===== src/rtl/bus_bridge_pkg.sv =====
`default_nettype none
// ============================================================================
// Module  : bus_bridge_pkg
// Purpose : Shared types and constants for the multi-channel CPU bus bridge.
//           Holds the FSM state encoding, the default error read data and the
//           standard SoC address map (DRAM, 7-seg digits, LEDs, switches,
//           buttons) as packed base/mask vectors, channel 0 in the low slice.
// Ports   : none (package)
// Rev     : 1.0 - initial release
// ============================================================================
package bus_bridge_pkg;

  typedef enum logic [1:0] {
    ST_IDLE   = 2'd0,
    ST_ACCESS = 2'd1,
    ST_RESP   = 2'd2
  } state_t;

  localparam logic [31:0] DEF_ERR_RDATA = 32'h0000_0000;

  // Channel order, high slice first: BTN, SW, LED, DIG, DRAM.
  localparam logic [5*32-1:0] DEF_CH_BASE = {
    32'hFFFF_F078, 32'hFFFF_F070, 32'hFFFF_F060, 32'hFFFF_F000, 32'h0000_0000
  };

  localparam logic [5*32-1:0] DEF_CH_MASK = {
    32'hFFFF_FFFC, 32'hFFFF_FFF8, 32'hFFFF_FFF8, 32'hFFFF_FFF8, 32'hFFFF_C000
  };

  // Saturating 8-bit increment for the error counter.
  function automatic logic [7:0] sat_inc8(input logic [7:0] v);
    return (v == 8'hFF) ? v : v + 8'd1;
  endfunction

endpackage
`default_nettype wire


===== src/rtl/addr_decoder.sv =====
`default_nettype none
// ============================================================================
// Module  : addr_decoder
// Purpose : Combinational address window decoder. Channel i matches when
//           (addr & mask_i) == base_i over the full address width; when
//           several windows overlap the lowest index wins.
// Ports   : addr    in  AW        address to decode
//           base    in  N_CH*AW   packed per-channel base addresses
//           mask    in  N_CH*AW   packed per-channel masks
//           hit     out N_CH      one-hot winning channel (0 when no match)
//           any_hit out 1         at least one window matched
// Rev     : 1.0 - initial release
// ============================================================================
module addr_decoder
  import bus_bridge_pkg::*;
#(
  parameter int N_CH = 5,
  parameter int AW   = 32
) (
  input  logic [AW-1:0]      addr,
  input  logic [N_CH*AW-1:0] base,
  input  logic [N_CH*AW-1:0] mask,
  output logic [N_CH-1:0]    hit,
  output logic               any_hit
);

  logic [N_CH-1:0] match;

  for (genvar i = 0; i < N_CH; i++) begin : g_cmp
    assign match[i] = ((addr & mask[i*AW +: AW]) == base[i*AW +: AW]);
  end

  // Isolate the lowest set bit: two's complement trick gives priority to
  // the lowest channel index.
  assign hit     = match & (~match + {{(N_CH-1){1'b0}}, 1'b1});
  assign any_hit = |match;

endmodule
`default_nettype wire


===== src/rtl/bus_bridge_mc.sv =====
`default_nettype none
// ============================================================================
// Module  : bus_bridge_mc
// Purpose : CPU to N_CH-channel peripheral bridge with req/ready handshake,
//           per-access timeout and unmapped-address error response.
//           FSM IDLE -> ACCESS -> RESP (IDLE -> RESP on unmapped address).
// Ports   : clk, rst_n                 clock, async active-low reset
//           cpu_req/wen/addr/wdata     CPU request (held until cpu_ready)
//           cpu_ready/rdata/err        one-cycle response
//           ch_sel/wen/addr/wdata      registered channel strobes
//           ch_rdata, ch_ready         packed per-channel slave returns
//           err_count                  saturating count of errored accesses
// Rev     : 1.0 - initial release
// ============================================================================
module bus_bridge_mc
  import bus_bridge_pkg::*;
#(
  parameter int                  N_CH      = 5,
  parameter int                  AW        = 32,
  parameter int                  DW        = 32,
  parameter int                  OFF_W     = 12,
  parameter logic [N_CH*AW-1:0]  CH_BASE   = DEF_CH_BASE,
  parameter logic [N_CH*AW-1:0]  CH_MASK   = DEF_CH_MASK,
  parameter int                  TIMEOUT   = 15,
  parameter logic [DW-1:0]       ERR_RDATA = DW'(DEF_ERR_RDATA)
) (
  input  logic                 clk,
  input  logic                 rst_n,
  input  logic                 cpu_req,
  input  logic                 cpu_wen,
  input  logic [AW-1:0]        cpu_addr,
  input  logic [DW-1:0]        cpu_wdata,
  output logic                 cpu_ready,
  output logic [DW-1:0]        cpu_rdata,
  output logic                 cpu_err,
  output logic [N_CH-1:0]      ch_sel,
  output logic                 ch_wen,
  output logic [OFF_W-1:0]     ch_addr,
  output logic [DW-1:0]        ch_wdata,
  input  logic [N_CH*DW-1:0]   ch_rdata,
  input  logic [N_CH-1:0]      ch_ready,
  output logic [7:0]           err_count
);

  localparam int                TCNT_W    = $clog2(TIMEOUT + 1);
  localparam logic [TCNT_W-1:0] TCNT_LAST = TCNT_W'(TIMEOUT - 1);

  state_t            state_q, state_d;
  logic [N_CH-1:0]   sel_q, sel_d;
  logic              wen_q, wen_d;
  logic [OFF_W-1:0]  addr_q, addr_d;
  logic [DW-1:0]     wdata_q, wdata_d;
  logic [TCNT_W-1:0] tcnt_q, tcnt_d;
  logic              ready_q, ready_d;
  logic              err_q, err_d;
  logic [DW-1:0]     rdata_q, rdata_d;
  logic [7:0]        errcnt_q, errcnt_d;

  logic [N_CH-1:0]   dec_hit;
  logic              dec_any;
  logic [DW-1:0]     sel_rdata;
  logic              sel_ready;

  addr_decoder #(
    .N_CH (N_CH),
    .AW   (AW)
  ) u_dec (
    .addr    (cpu_addr),
    .base    (CH_BASE),
    .mask    (CH_MASK),
    .hit     (dec_hit),
    .any_hit (dec_any)
  );

  // One-hot mux of the selected channel's read data and ready.
  always_comb begin
    sel_rdata = '0;
    for (int i = 0; i < N_CH; i++) begin
      if (sel_q[i]) begin
        sel_rdata = sel_rdata | ch_rdata[i*DW +: DW];
      end
    end
  end

  assign sel_ready = |(ch_ready & sel_q);

  always_comb begin
    state_d  = state_q;
    sel_d    = sel_q;
    wen_d    = wen_q;
    addr_d   = addr_q;
    wdata_d  = wdata_q;
    tcnt_d   = tcnt_q;
    ready_d  = 1'b0;
    err_d    = err_q;
    rdata_d  = rdata_q;
    errcnt_d = errcnt_q;

    case (state_q)
      ST_IDLE: begin
        err_d = 1'b0;
        if (cpu_req) begin
          if (dec_any) begin
            // Channel outputs are loaded here so they are registered and
            // stable for every ACCESS cycle.
            sel_d   = dec_hit;
            wen_d   = cpu_wen;
            addr_d  = cpu_addr[OFF_W-1:0];
            wdata_d = cpu_wdata;
            tcnt_d  = '0;
            state_d = ST_ACCESS;
          end else begin
            ready_d = 1'b1;
            err_d   = 1'b1;
            rdata_d = ERR_RDATA;
            state_d = ST_RESP;
          end
        end
      end

      ST_ACCESS: begin
        if (sel_ready) begin
          ready_d = 1'b1;
          err_d   = 1'b0;
          rdata_d = wen_q ? ERR_RDATA : sel_rdata;
          sel_d   = '0;
          wen_d   = 1'b0;
          state_d = ST_RESP;
        end else if (tcnt_q == TCNT_LAST) begin
          ready_d = 1'b1;
          err_d   = 1'b1;
          rdata_d = ERR_RDATA;
          sel_d   = '0;
          wen_d   = 1'b0;
          state_d = ST_RESP;
        end else begin
          tcnt_d = tcnt_q + TCNT_W'(1);
        end
      end

      ST_RESP: begin
        // err is visible only alongside cpu_ready; rdata keeps its value.
        err_d   = 1'b0;
        state_d = ST_IDLE;
        if (err_q) begin
          errcnt_d = sat_inc8(errcnt_q);
        end
      end

      default: begin
        sel_d   = '0;
        wen_d   = 1'b0;
        state_d = ST_IDLE;
      end
    endcase
  end

  always_ff @(posedge clk or negedge rst_n) begin
    if (!rst_n) begin
      state_q  <= ST_IDLE;
      sel_q    <= '0;
      wen_q    <= 1'b0;
      addr_q   <= '0;
      wdata_q  <= '0;
      tcnt_q   <= '0;
      ready_q  <= 1'b0;
      err_q    <= 1'b0;
      rdata_q  <= '0;
      errcnt_q <= '0;
    end else begin
      state_q  <= state_d;
      sel_q    <= sel_d;
      wen_q    <= wen_d;
      addr_q   <= addr_d;
      wdata_q  <= wdata_d;
      tcnt_q   <= tcnt_d;
      ready_q  <= ready_d;
      err_q    <= err_d;
      rdata_q  <= rdata_d;
      errcnt_q <= errcnt_d;
    end
  end

  assign cpu_ready = ready_q;
  assign cpu_rdata = rdata_q;
  assign cpu_err   = err_q;
  assign ch_sel    = sel_q;
  assign ch_wen    = wen_q;
  assign ch_addr   = addr_q;
  assign ch_wdata  = wdata_q;
  assign err_count = errcnt_q;

endmodule
`default_nettype wire


===== config.mk =====
export PLATFORM = sky130hd
export DESIGN_NAME = bus_bridge_mc
export DESIGN_NICKNAME = d
export VERILOG_FILES = /design/src/rtl/bus_bridge_pkg.sv /design/src/rtl/addr_decoder.sv /design/src/rtl/bus_bridge_mc.sv
export SDC_FILE = /design/constraint.sdc
export NUM_CORES = 1
export LEC_CHECK = 0
export CELL_PAD_IN_SITES_DETAIL_PLACEMENT = 0
export CELL_PAD_IN_SITES_GLOBAL_PLACEMENT = 1
export CORE_ASPECT_RATIO = 0.9
export CORE_UTILIZATION = 27
export DETAILED_ROUTE_END_ITERATION = 6
export GPL_ROUTABILITY_DRIVEN = 0
export PLACE_DENSITY = 0.85
export SYNTH_ARGS = -nofsm -noshare
export SYNTH_HDL_FRONTEND = slang
export SYNTH_SLANG_ARGS = --single-unit

===== constraint.sdc =====
create_clock -name clk -period 2.8 [get_ports clk]
set_clock_uncertainty 0.05 [all_clocks]
set_input_delay 0.56 -clock clk [delete_from_list [all_inputs] [get_ports clk]]
set_output_delay 0.56 -clock clk [all_outputs]
set_load 0.02 [all_outputs]

## Word level (Yosys, flattened, before mapping)

Index checks and enable logic that the tools add are counted.

- Register bits: 98
- Latch bits: 0
- Memory bits (writable): 0
- Memory bits (read-only): 0
- Bits of input ports: 233
- Output and inout port bits: 92
- Logic and storage cells: 88
- Memories kept: 0

- Add/sub/neg operators: 3
- Multiply operators: 0
- Divide/modulo/power cells: 0
- Order comparisons: 0
- Equal/unequal tests: 14
- Shift operators: 0
- Mux-type cells: 39
- Bitwise logic cells: 9
- Reduce and logical (&&, ||, !) cells: 13

Operators by type and width:

| operator | number |
|---|---|
| $mux W32 | 10 |
| $or A32 B32 Y32 | 4 |
| $eq A29 B29 Y1 const B | 3 |
| $pmux W32 S2 | 1 |
| $logic_not A32 Y1 | 1 |
| $eq A30 B30 Y1 const B | 1 |
| $mux W5 | 4 |
| $mux W4 | 4 |
| $pmux W5 S3 | 1 |
| $and A5 B5 Y5 | 2 |
| $mux W1 | 10 |
| $ne A2 B2 Y1 const B | 5 |
| $reduce_or A5 Y1 | 2 |
| $add A8 B1 Y8 const B | 1 |
| $eq A8 B8 Y1 const B | 1 |
| $mux W2 | 4 |
| $pmux W4 S2 | 1 |
| $reduce_and A4 Y1 | 2 |
| $pmux W1 S3 | 2 |
| $reduce_and A3 Y1 | 2 |
| $add A5 B1 Y5 const B | 1 |
| $not A5 Y5 | 1 |
| $reduce_and A5 Y1 | 1 |
| $add A4 B1 Y4 const B | 1 |
| 11 further kinds | 13 |

## Logic depth before layout (Yosys ltp)

Gate-level depths: netlist of run 1.

- Depth in word-level cells: 12
- Gate-level depth with buffers: 8
- Mapped depth without buffers: 7

## Cells and area by module

From an unflattened synthesis of run 1, not the netlist that was laid out.

- Cell total of the unflattened synthesis: 838
- Area, all modules: 7662.3 µm²

Modules (own cells, without submodules):

| module | times used | cells each | area each (µm²) |
|---|---|---|---|
| bus_bridge_mc | 1 | 409 | 4745.8 |
| addr_decoder | 1 | 429 | 2916.5 |

## Worst setup path before layout of run 1

No wires, ideal clock.

- Path type: input to register
- Start point: input cpu_addr[10]
- End point: register addr_q[10], in the netlist ch_addr[10]
- Setup time: 0.125 ns
- Data arrival time: 2.442 ns
- Data required time: 2.625 ns
- Path slack: 0.183 ns
- Cell stages on the path: 6
- Buffers on the path: 1
- Cell sequence: or4b_4 > nor4_4 > o211ai_4 > a21oi_4 > buf_4 > mux2_2

- Word-level cells in the longest chain between the ends: 3
- Elaborated cells between the ends (all ways): 6

RTL lines:

| item | RTL line | source |
|---|---|---|
| start: declaration | bus_bridge_mc.sv:31 | `input logic [AW-1:0] cpu_addr,` |
| $eq A30 B30 Y1 or $eq A29 B29 Y1 (tied branches) | addr_decoder.sv:30 | `assign match[i] = ((addr & mask[i*AW +: AW]) == base[i*AW +: AW]);` |
| $reduce_or A5 Y1 | addr_decoder.sv:36 | `assign any_hit = \|match;` |
| $reduce_and A3 Y1 (no line) | n/a |  |
| end signal: assignment | bus_bridge_mc.sv:174 | `addr_q <= addr_d;` |
| end: declaration | bus_bridge_mc.sv:51 | `logic [OFF_W-1:0] addr_q, addr_d;` |

Parallel ways exist; a longest one is shown, timed or not.
A chain may end at the register's enable or synchronous reset.

## Worst setup path in the final report of run 1

- Start point: input cpu_addr[10]
- End point: register rdata_q[25], in the netlist cpu_rdata[25]

- Word-level cells in the longest chain between the ends: 4
- Elaborated cells between the ends (all ways): 7

RTL lines:

| item | RTL line | source |
|---|---|---|
| $eq A30 B30 Y1 or $eq A29 B29 Y1 (tied branches) | addr_decoder.sv:30 |  |
| $reduce_or A5 Y1 (*) | addr_decoder.sv:36 |  |
| $ne A2 B2 Y1 (no line) (*) | n/a |  |
| $reduce_and A4 Y1 (no line) (*) | n/a |  |
| end signal: assignment | bus_bridge_mc.sv:179 | `rdata_q <= rdata_d;` |
| end: declaration | bus_bridge_mc.sv:56 | `logic [DW-1:0] rdata_q, rdata_d;` |

Every way passes the cells marked *; elsewhere a longest branch is shown, timed or not.

==> flow_summary.ini, run 1 <==
[power_and_ir_drop]
pwr-share-clk_pct = 34.5
power_mw = 3.88
p_switching_mw = 1.03
powerDensity_nw_per_um2 = 421
p_leak_nw = 3.82
vdd.ir_drop.worst_v = 0.000459
internal-power_mw = 2.84
power_frac_comb_pct = 25.9
p_sw_share_pct = 26.7
seq_power_share_pct = 39.6

[sta]
min_period_ns = 2.68
rsz0062_at_grt = false
finalSetupViolCount = 0
final-hold-violation-count = 0
fin_tns_setup_ns = 0
slew_viol_final = 0
fin_crit_sh_pct = 95.9
worstMarginPinSlew_ns = 0.645
layout_setup_ws_ns = 0.115
max_freq_mhz = 372
maxSlewHeadroom_pct = 57.0
hold_slack_ns = 0.169

[critical_path]
worstPathArrival_ns = 2.86
start_kind = input port
cp_max_fo = 24
cp-end-kind = flip-flop
rr_worst_depth = 7
r2r_start = state_q[0]
r2r_setup_slack_ns = 0.51
path_class = in2reg
r2r-end = cpu_rdata[0]
cp.required_ns = 2.98

[die]
start_util_pct = 27.9
die-area_um2 = 19800
die_x_um = 148
ios = 325
rows = 47
die_y_um = 133
coreArea_um2 = 18600

[finish]
num_antenna_cells = 0
fill_cells = 1719
fin_util_pct = 49.6
drive_above_1_share_pct = 15.0
fin_cells = 1014
design_area_um2 = 9220
areaGrowthSynthToFinish_pct = 77.6
final_nets = 1005

[logic_synthesis]
async_reset_ff_share_pct = 100
yosysWarnings = 0
seq_area_frac_synth_pct = 47.3
synthesis.area_um2 = 5190
synthCells = 426
synth_top_flop_cell = dfrtp_1
synth_edf_count = 0
avgSynthCellArea_um2 = 12.2
ys_ff_latch = 98
ys_types = 53
syn_nets = 666

[global_route]
grt_pass1_wl_um = 29000
grt_pass1_vias = 5354
grt_max_degree = 49
grt.total_usage_pct = 19.0
antenna_found_initial = 0
grt_overflow = 0

[detailed_routing]
via_per_inst = 4.93
drc_errors = 1
dr_total_vias = 5002
drt-total-wl_um = 19000
ant_nets = 0
wl_per_cell_um = 18.8
drtIter0Drc = 384
firstDrtPassIters = 7

[clock_tree]
cts_tree = done
cts-root-buf = clkbuf_16
clk_path_buf_depth = 2
cts_resized = 0
insertion_delay_ns = 0.35
path_clk_slew_ns = 0.07
htreeDepth = 3
cts_setup_buffers = 0
cts_inserted_buffers = 9
hold_buffers = 0
clkSinkCount = 98

[place]
portBuffers = 324
place_hpwl_um = 14500
place_area_um2 = 8900
dp_slack_ns = -0.246
dp_cells = 999

[outcome]
violations = design-rule violations
status = finished with violations

[run]
drv_cap = 0

[worst_hold_path]
min_path_type = in2async
## cell usage after synthesis (8+ instances only)
cell | number | area, µm²
mux2_2 | 24 | 270
clkbuf_1 | 25 | 93.8
a222oi_1 | 33 | 330
mux2_1 | 27 | 304
a22oi_1 | 33 | 248
dfrtp_1 | 98 | 2450
mux2_4 | 30 | 450
nand4_1 | 8 | 50.1
nand2_1 | 16 | 60.1
a21oi_1 | 37 | 185
inv_1 | 10 | 37.5
## area by class of cell
cell class                 instances  area (µm²)  share of cell area [%]
timing repair buffer             361        3570                    38.7
clock inverter                     6        90.1                   0.978
multi-input combinational        285        2530                    27.5
tap                              245         307                    3.33
inverter                          10        37.5                   0.407
clock buffer                       9         225                    2.44
sequential                        98        2450                    26.6
## kinds of logic (layout without fill, tap and decap cells)
family | after synthesis | count (layout) | synth area share [%]
buffers and inverters | 43 | 386 | 3.86
DFF | 98 | 98 | 47.3
muxes | 83 | 83 | 20.1
adders and majority gates | 7 | 7 | 1.69
AOI/OAI and AO/OA | 127 | 127 | 19.1
xor gates and xnor gates | 7 | 7 | 1.18
and+or+nand+nor | 61 | 61 | 6.75
## metal layers
metal  wire [µm]  up-vias  share of wire, %  track usage, %
li1            -     2363                 -               -
met1        8020     2409                42            23.3
met2        9130      212                48            32.6
met3        1590       18               8.4            4.83
met4         272        0               1.4            6.07
met5           0        -                 0               0
## worst max-delay path, stage by stage
cell,delay [ns]
clkdlybuf4s50_1,0.43
or4b_4,0.55
nor4_4,0.31
o211ai_4,0.15
a32o_2,0.33
buf_12,0.18
mux2_4,0.32
## state kept, by name, summed over array words and instances (netlist names)
register,count
cpu_rdata,32
ch_wdata,32
cpu_err,1
tcnt_q,4
err_count,8
ch_addr,12
state_q,2
cpu_ready,1
ch_sel,5
ch_wen,1
## power groups by stage
stage	Sequential, mW	Clock [mW]	Combinational [mW]
after detailed placement	1.56	0	1.01
after global routing	1.54	1.43	1.08
after floorplan	1.60	0	0.365
final	1.53	1.34	1.01
after global placement	1.56	0	0.998
after CTS	1.53	1.38	1.01
## worst max path at each step
stage,start,endpoint,cells past startpoint
floorplan,cpu_addr[10],ch_addr[10],6
global placement,cpu_addr[10],cpu_rdata[26],7
detailed placement,cpu_addr[10],cpu_rdata[24],7
CTS,cpu_addr[10],cpu_rdata[24],7
global route,cpu_addr[10],cpu_rdata[21],7
finish,cpu_addr[10],cpu_rdata[25],7
## cell usage in the layout (no fill, tap or decap), drive strengths merged, types with 9 or more instances in the layout
cell type | Yosys | routed
inv | 10 | 12
mux2 | 81 | 81
a21oi | 38 | 38
nand2 | 16 | 16
buf | 7 | 38
clkbuf | 26 | 9
clkdlybuf4s50 | 0 | 323
a222oi | 33 | 33
dfrtp | 98 | 98
a22oi | 33 | 33
Note: power is estimated with default switching activity, not from simulation.
==> inputs of run 2 (changes only) <==
MAX_ROUTING_LAYER = met4   (was unset)
SKIP_CTS_REPAIR_TIMING = 1   (was unset)
==> run 2 against run 1 <==
Against the previous run:
- the run now ends clean
- non-clock buffer count stayed put
- clock power hardly changed
- combinational power hardly changed
- die area stayed put
- count of clock-buffer cells in the layout stayed put
- critical path depth stayed put
- sequential power hardly changed
- highest routed layer unchanged
==> flow_summary.ini, run 2 (synthesis gave the netlist of run 1 again) <==
[outcome]
status = finished, final reports clean

[global_route]
grt_use_met2_pct = 32.5
grt.total_usage_pct = 19.7
antenna_found_initial = 0
grt_pass1_vias = 5350
grt_overflow = 0
globalRouteMet3Util_pct = 4.08
grt_pass1_wl_um = 29000
grt_busiest_layer = met2
grt_max_degree = 49
use_met1_pct = 24.0

[detailed_routing]
drc_errors = 0
drtIter0Drc = 362
dr_total_vias = 5015
via_per_inst = 4.95
firstDrtPassIters = 6
drt-total-wl_um = 19100
wl_per_cell_um = 18.8
ant_nets = 0

[clock_tree]
path_clk_slew_ns = 0.07
cts_tree = done
clkSinkCount = 98
clk_path_buf_depth = 2
insertion_delay_ns = 0.35
htreeDepth = 3
cts-root-buf = clkbuf_16
cts_inserted_buffers = 9

[die]
die_x_um = 148
ios = 325
start_util_pct = 27.9
rows = 47
coreArea_um2 = 18600
die_y_um = 133
die-area_um2 = 19800

[critical_path]
start_kind = input port
path_class = in2reg
rr_worst_depth = 7
worstPathArrival_ns = 2.86
cp_max_fo = 24
r2r-end = cpu_rdata[0]
r2r_start = state_q[0]
r2r_setup_slack_ns = 0.52
cp-end-kind = flip-flop
cp.required_ns = 2.98

[run]
drv_cap = 0

[power_and_ir_drop]
vdd.ir_drop.worst_v = 0.000458
p_leak_nw = 3.82
powerDensity_nw_per_um2 = 421

[finish]
num_antenna_cells = 0
mostFrequentLayoutCells = 323 x clkdlybuf4s50_1, 98 x dfrtp_1, 37 x a21oi_1, 34 x buf_4
seqCellArea_um2 = 2450
multi_input_area_um2 = 2530
final_common_cell = clkdlybuf4s50_1
areaGrowthSynthToFinish_pct = 77.6
fill_cells = 1719
final_nets = 1005
fin_util_pct = 49.6
drive_above_1_share_pct = 15.0

[sta]
fin_tns_setup_ns = 0
fin_crit_sh_pct = 95.9
rsz0062_at_grt = false
max_freq_mhz = 372
hold_slack_ns = 0.170
slew_viol_final = 0
maxSlewHeadroom_pct = 56.9
final-hold-violation-count = 0
worstMarginPinSlew_ns = 0.646
finalSetupViolCount = 0
min_period_ns = 2.68

[place]
place_hpwl_um = 14500
portBuffers = 324

[worst_hold_path]
min_path_type = in2async
==> run 2: worst max-delay path by stage <==
stage | cells past startpoint | start | end
CTS | 7 | cpu_addr[10] | cpu_rdata[24]
floorplan | 6 | cpu_addr[10] | ch_addr[10]
global route | 7 | cpu_addr[10] | cpu_rdata[21]
global placement | 7 | cpu_addr[10] | cpu_rdata[26]
detailed placement | 7 | cpu_addr[10] | cpu_rdata[24]
finish | 7 | cpu_addr[10] | cpu_rdata[25]
==> run 2: per-stage QoR <==
step           power, mW  cell area [µm²]  instances  worst slack, ns
2_1_floorplan       1.97             5190        426            0.183
3_3_place_gp        2.56             8900        999           -0.196
3_5_place_dp        2.57             8900        999           -0.246
4_1_cts             3.92             9220       1014            0.123
5_1_grt             4.05             9220       1014           0.0328
6_report            3.88             9220       1014            0.115
==> run 2: layout make-up <==
cell class                 count  area share (%)
timing repair buffer         361            38.7
multi-input combinational    285            27.5
sequential                    98            26.6
tap                          245            3.33
clock buffer                   9            2.44
clock inverter                 6           0.978
inverter                      10           0.407
==> run 2: worst max-delay path, stage by stage <==
cell,delay (ns)
clkdlybuf4s50_1,0.43
or4b_4,0.55
nor4_4,0.31
o211ai_4,0.15
a32o_2,0.33
buf_12,0.18
mux2_4,0.32
==> run 2: layer usage <==
layer	wire, µm	up-vias
li1	-	2362
met1	8120	2408
met2	9140	227
met3	1530	18
met4	262	0
met5	0	-
==> run 2: power breakdown <==
part	total [mW]	leakage [nW]	switching (mW)	internal [mW]
logic	1.00	2.31	0.415	0.590
registers	1.53	1.36	0.0641	1.47
clock network	1.34	0.152	0.553	0.783
total	3.88	3.82	1.03	2.84
==> inputs of run 3 (changes only) <==
CORE_UTILIZATION = 32   (was 27)
PLACE_DENSITY = 0.88   (was 0.85)
SYNTH_HIERARCHICAL = 1   (was unset)
==> run 3 against run 2 <==
Against the previous run:
- count of clock-buffer cells in the layout did not move
- the run now ends with design-rule violations left
- register-to-register slack improved by 0.08 ns
- sequential share of layout area fell by 9.6 points
- highest routed layer unchanged
==> flow_summary.ini, run 3 <==
[logic_synthesis]
synthesis.area_um2 = 7660
seq_area_frac_synth_pct = 32.0
synthCells = 838
yosys.cell_count.top_type = dfrtp_1
netlist_top_cells_count = 98 x dfrtp_1, 78 x nand2_1, 68 x a21oi_1
ys_types = 51
synth.area.mux_share_pct = 7.53
synthAdderAreaFrac_pct = 1.14
synthXorXnorAreaFrac_pct = 4.46
async_reset_ff_share_pct = 100
synth_edf_count = 0
synthSimpleGateAreaFrac_pct = 20.6
ys_ff_latch = 98
netlist.top_cell.by_area = dfrtp_1
avgSynthCellArea_um2 = 9.14
synthTopCellsByArea = dfrtp_1 32%, mux2_2 6.6%, and3_1 5.5%
synth_compound_area_share_pct = 30.9
synth_top_flop_cell = dfrtp_1
yosysWarnings = 6
synth_top_area_share_pct = 32.0
synth_top_family_by_area = compound AO/OA/AOI/OAI gates

[die]
die-area_um2 = 24600
die_y_um = 149
die_x_um = 165
ios = 325
coreArea_um2 = 23400
start_util_pct = 32.7
rows = 53

[critical_path]
start_kind = input port
rr_worst_depth = 7
worstPathArrival_ns = 2.95
r2r_start = state_q[0]
critPathSlowestCell = nor4_4
r2r_setup_slack_ns = 0.60
cp.required_ns = 3.00
worst_path_most_repeated_cell = buf_4
path_class = in2reg
cp-end-kind = flip-flop
cp_slowest_stage_delay_ns = 0.29
path_cells = buf_4, and3_4, o22a_1, nand4_1, nor4_2, buf_4, nor4_4, nand2b_1, nand2b_4, buf_6, a21oi_4, o21ai_4, clkbuf_16, a22o_1
r2r-end = cpu_rdata[24]
cp_max_fo = 7

[power_and_ir_drop]
seq_power_share_pct = 34.6
powerDensity_nw_per_um2 = 309
pwr-share-clk_pct = 29.8
p_sw_share_pct = 33.7
p_leak_nw = 7.62
internal-power_mw = 2.96
power_frac_comb_pct = 35.5
p_switching_mw = 1.50
vdd.ir_drop.worst_v = 0.000312

[global_route]
grt_overflow = 0
grt.total_usage_pct = 25.7
grt_pass1_wl_um = 46200
antenna_found_initial = 6
grt_pass1_vias = 8279
grt_max_degree = 47

[sta]
maxSlewHeadroom_pct = 60.2
min_period_ns = 2.75
fin_crit_sh_pct = 98.1
final-hold-violation-count = 0
max_freq_mhz = 364
layout_setup_ws_ns = 0.0531
finalSetupViolCount = 0
worstMarginPinSlew_ns = 0.596
slew_viol_final = 0

[clock_tree]
clkSinkCount = 98
cts_tree = done
cts-root-buf = clkbuf_16
clk_path_buf_depth = 2
path_clk_slew_ns = 0.09
htreeDepth = 3
cts_inserted_buffers = 9
insertion_delay_ns = 0.36

[finish]
final_nets = 2034
mostFrequentLayoutCells = 576 x conb_1, 294 x clkdlybuf4s50_1, 98 x dfrtp_1, 77 x nand2_1, 76 x buf_4
drive_above_1_share_pct = 11.0
areaGrowthSynthToFinish_pct = 88.2
fill_cells = 2134
final_common_cell = conb_1
fin_util_pct = 61.6

[detailed_routing]
dr_wl_met3_um = 1990
drt-total-wl_um = 32400
ant_nets = 0
firstDrtPassIters = 7
wl_per_cell_um = 15.4
drtIter0Drc = 453
drc_errors = 3
route.met2.wl_um = 16200
top_layer = met4
m1WireLength_um = 13500
dr_total_vias = 9007
via_per_inst = 4.27

[place]
portBuffers = 324
dp_slack_ns = -0.753
place_hpwl_um = 25900

[worst_hold_path]
min_path_type = in2async

[outcome]
violations = design-rule violations
status = finished with violations

[run]
drv_cap = 0
==> run 3: changes by cell type after synthesis, sizes merged, moves of 33 or more <==
| cell | previous run | this run |
|---|---|---|
| nand3 | 5 | 38 |
| and3 | 1 | 67 |
| mux2 | 81 | 45 |
| o22a | 0 | 33 |
| nand2 | 16 | 78 |
| a21boi | 0 | 33 |
==> run 3: through the flow <==
step / total power [mW] / hold slack [ns] / setup TNS, ns / cells / cell area, µm²
floorplan: 2.22 / 0.214 / 0 / 1412 / 9820
global placement: 2.97 / 0.437 / -54.13 / 2072 / 13900
detailed placement: 2.98 / 0.442 / -58.22 / 2072 / 13900
CTS: 4.33 / 0.0557 / -24.14 / 2088 / 14200
global route: 4.69 / 0.0784 / -0.302 / 2107 / 14400
finish: 4.46 / 0.0614 / 0 / 2107 / 14400
==> run 3: final cells by class <==
class                      instances  area [µm²]  share of cell area [%]
timing repair buffer             413        3990                    27.7
sequential                        98        2450                    17.0
antenna                            6        15.0                   0.104
tap                              302         378                    2.62
clock inverter                     7        81.3                   0.564
inverter                          12        45.0                   0.312
multi-input combinational       1260        7230                    50.1
clock buffer                       9         225                    1.56
==> run 3: power by group through the flow <==
stage,Clock (mW),Sequential (mW),Combinational (mW)
5_1_grt,1.41,1.55,1.73
6_report,1.33,1.55,1.59
3_5_place_dp,0,1.57,1.41
3_3_place_gp,0,1.57,1.40
4_1_cts,1.36,1.54,1.42
2_1_floorplan,0,1.61,0.614
==> run 3: worst max-delay path by stage <==
stage | from | to | slack [ns] | cells after the start
final | cpu_addr[15] | cpu_rdata[24] | 0.05 | 14
after global routing | cpu_addr[9] | cpu_rdata[14] | -0.03 | 13
after CTS | cpu_addr[6] | cpu_rdata[1] | -0.36 | 14
after detailed placement | cpu_addr[26] | tcnt_q[0] | -0.75 | 12
after global placement | cpu_addr[6] | cpu_rdata[17] | -0.70 | 14
after floorplan | cpu_addr[22] | ch_sel[0] | 0.006 | 10
==> run 3: worst max-delay path, delay by kind of cell <==
family,cells,cell delay [ns]
AO/OA/AOI/OAI,4,0.74
AND/OR/NAND/NOR,6,1.03
buffers and inverters,4,0.61
==> run 3: cells by family after synthesis <==
kind of cell               after synthesis
and+or+nand+nor                        273
buffers and inverters                   54
AOI/OAI and AO/OA                      313
muxes                                   52
DFF                                     98
adders and majority gates                7
other                                    2
xor gates and xnor gates                39
==> run 3: layer usage <==
| metal | global-route usage [%] | vias to the layer above |
|---|---|---|
| met3 | 4.48 | 43 |
| met2 | 43.5 | 257 |
| li1 | - | 4659 |
| met1 | 30.6 | 4048 |
| met5 | - | - |
| met4 | 9.04 | 0 |
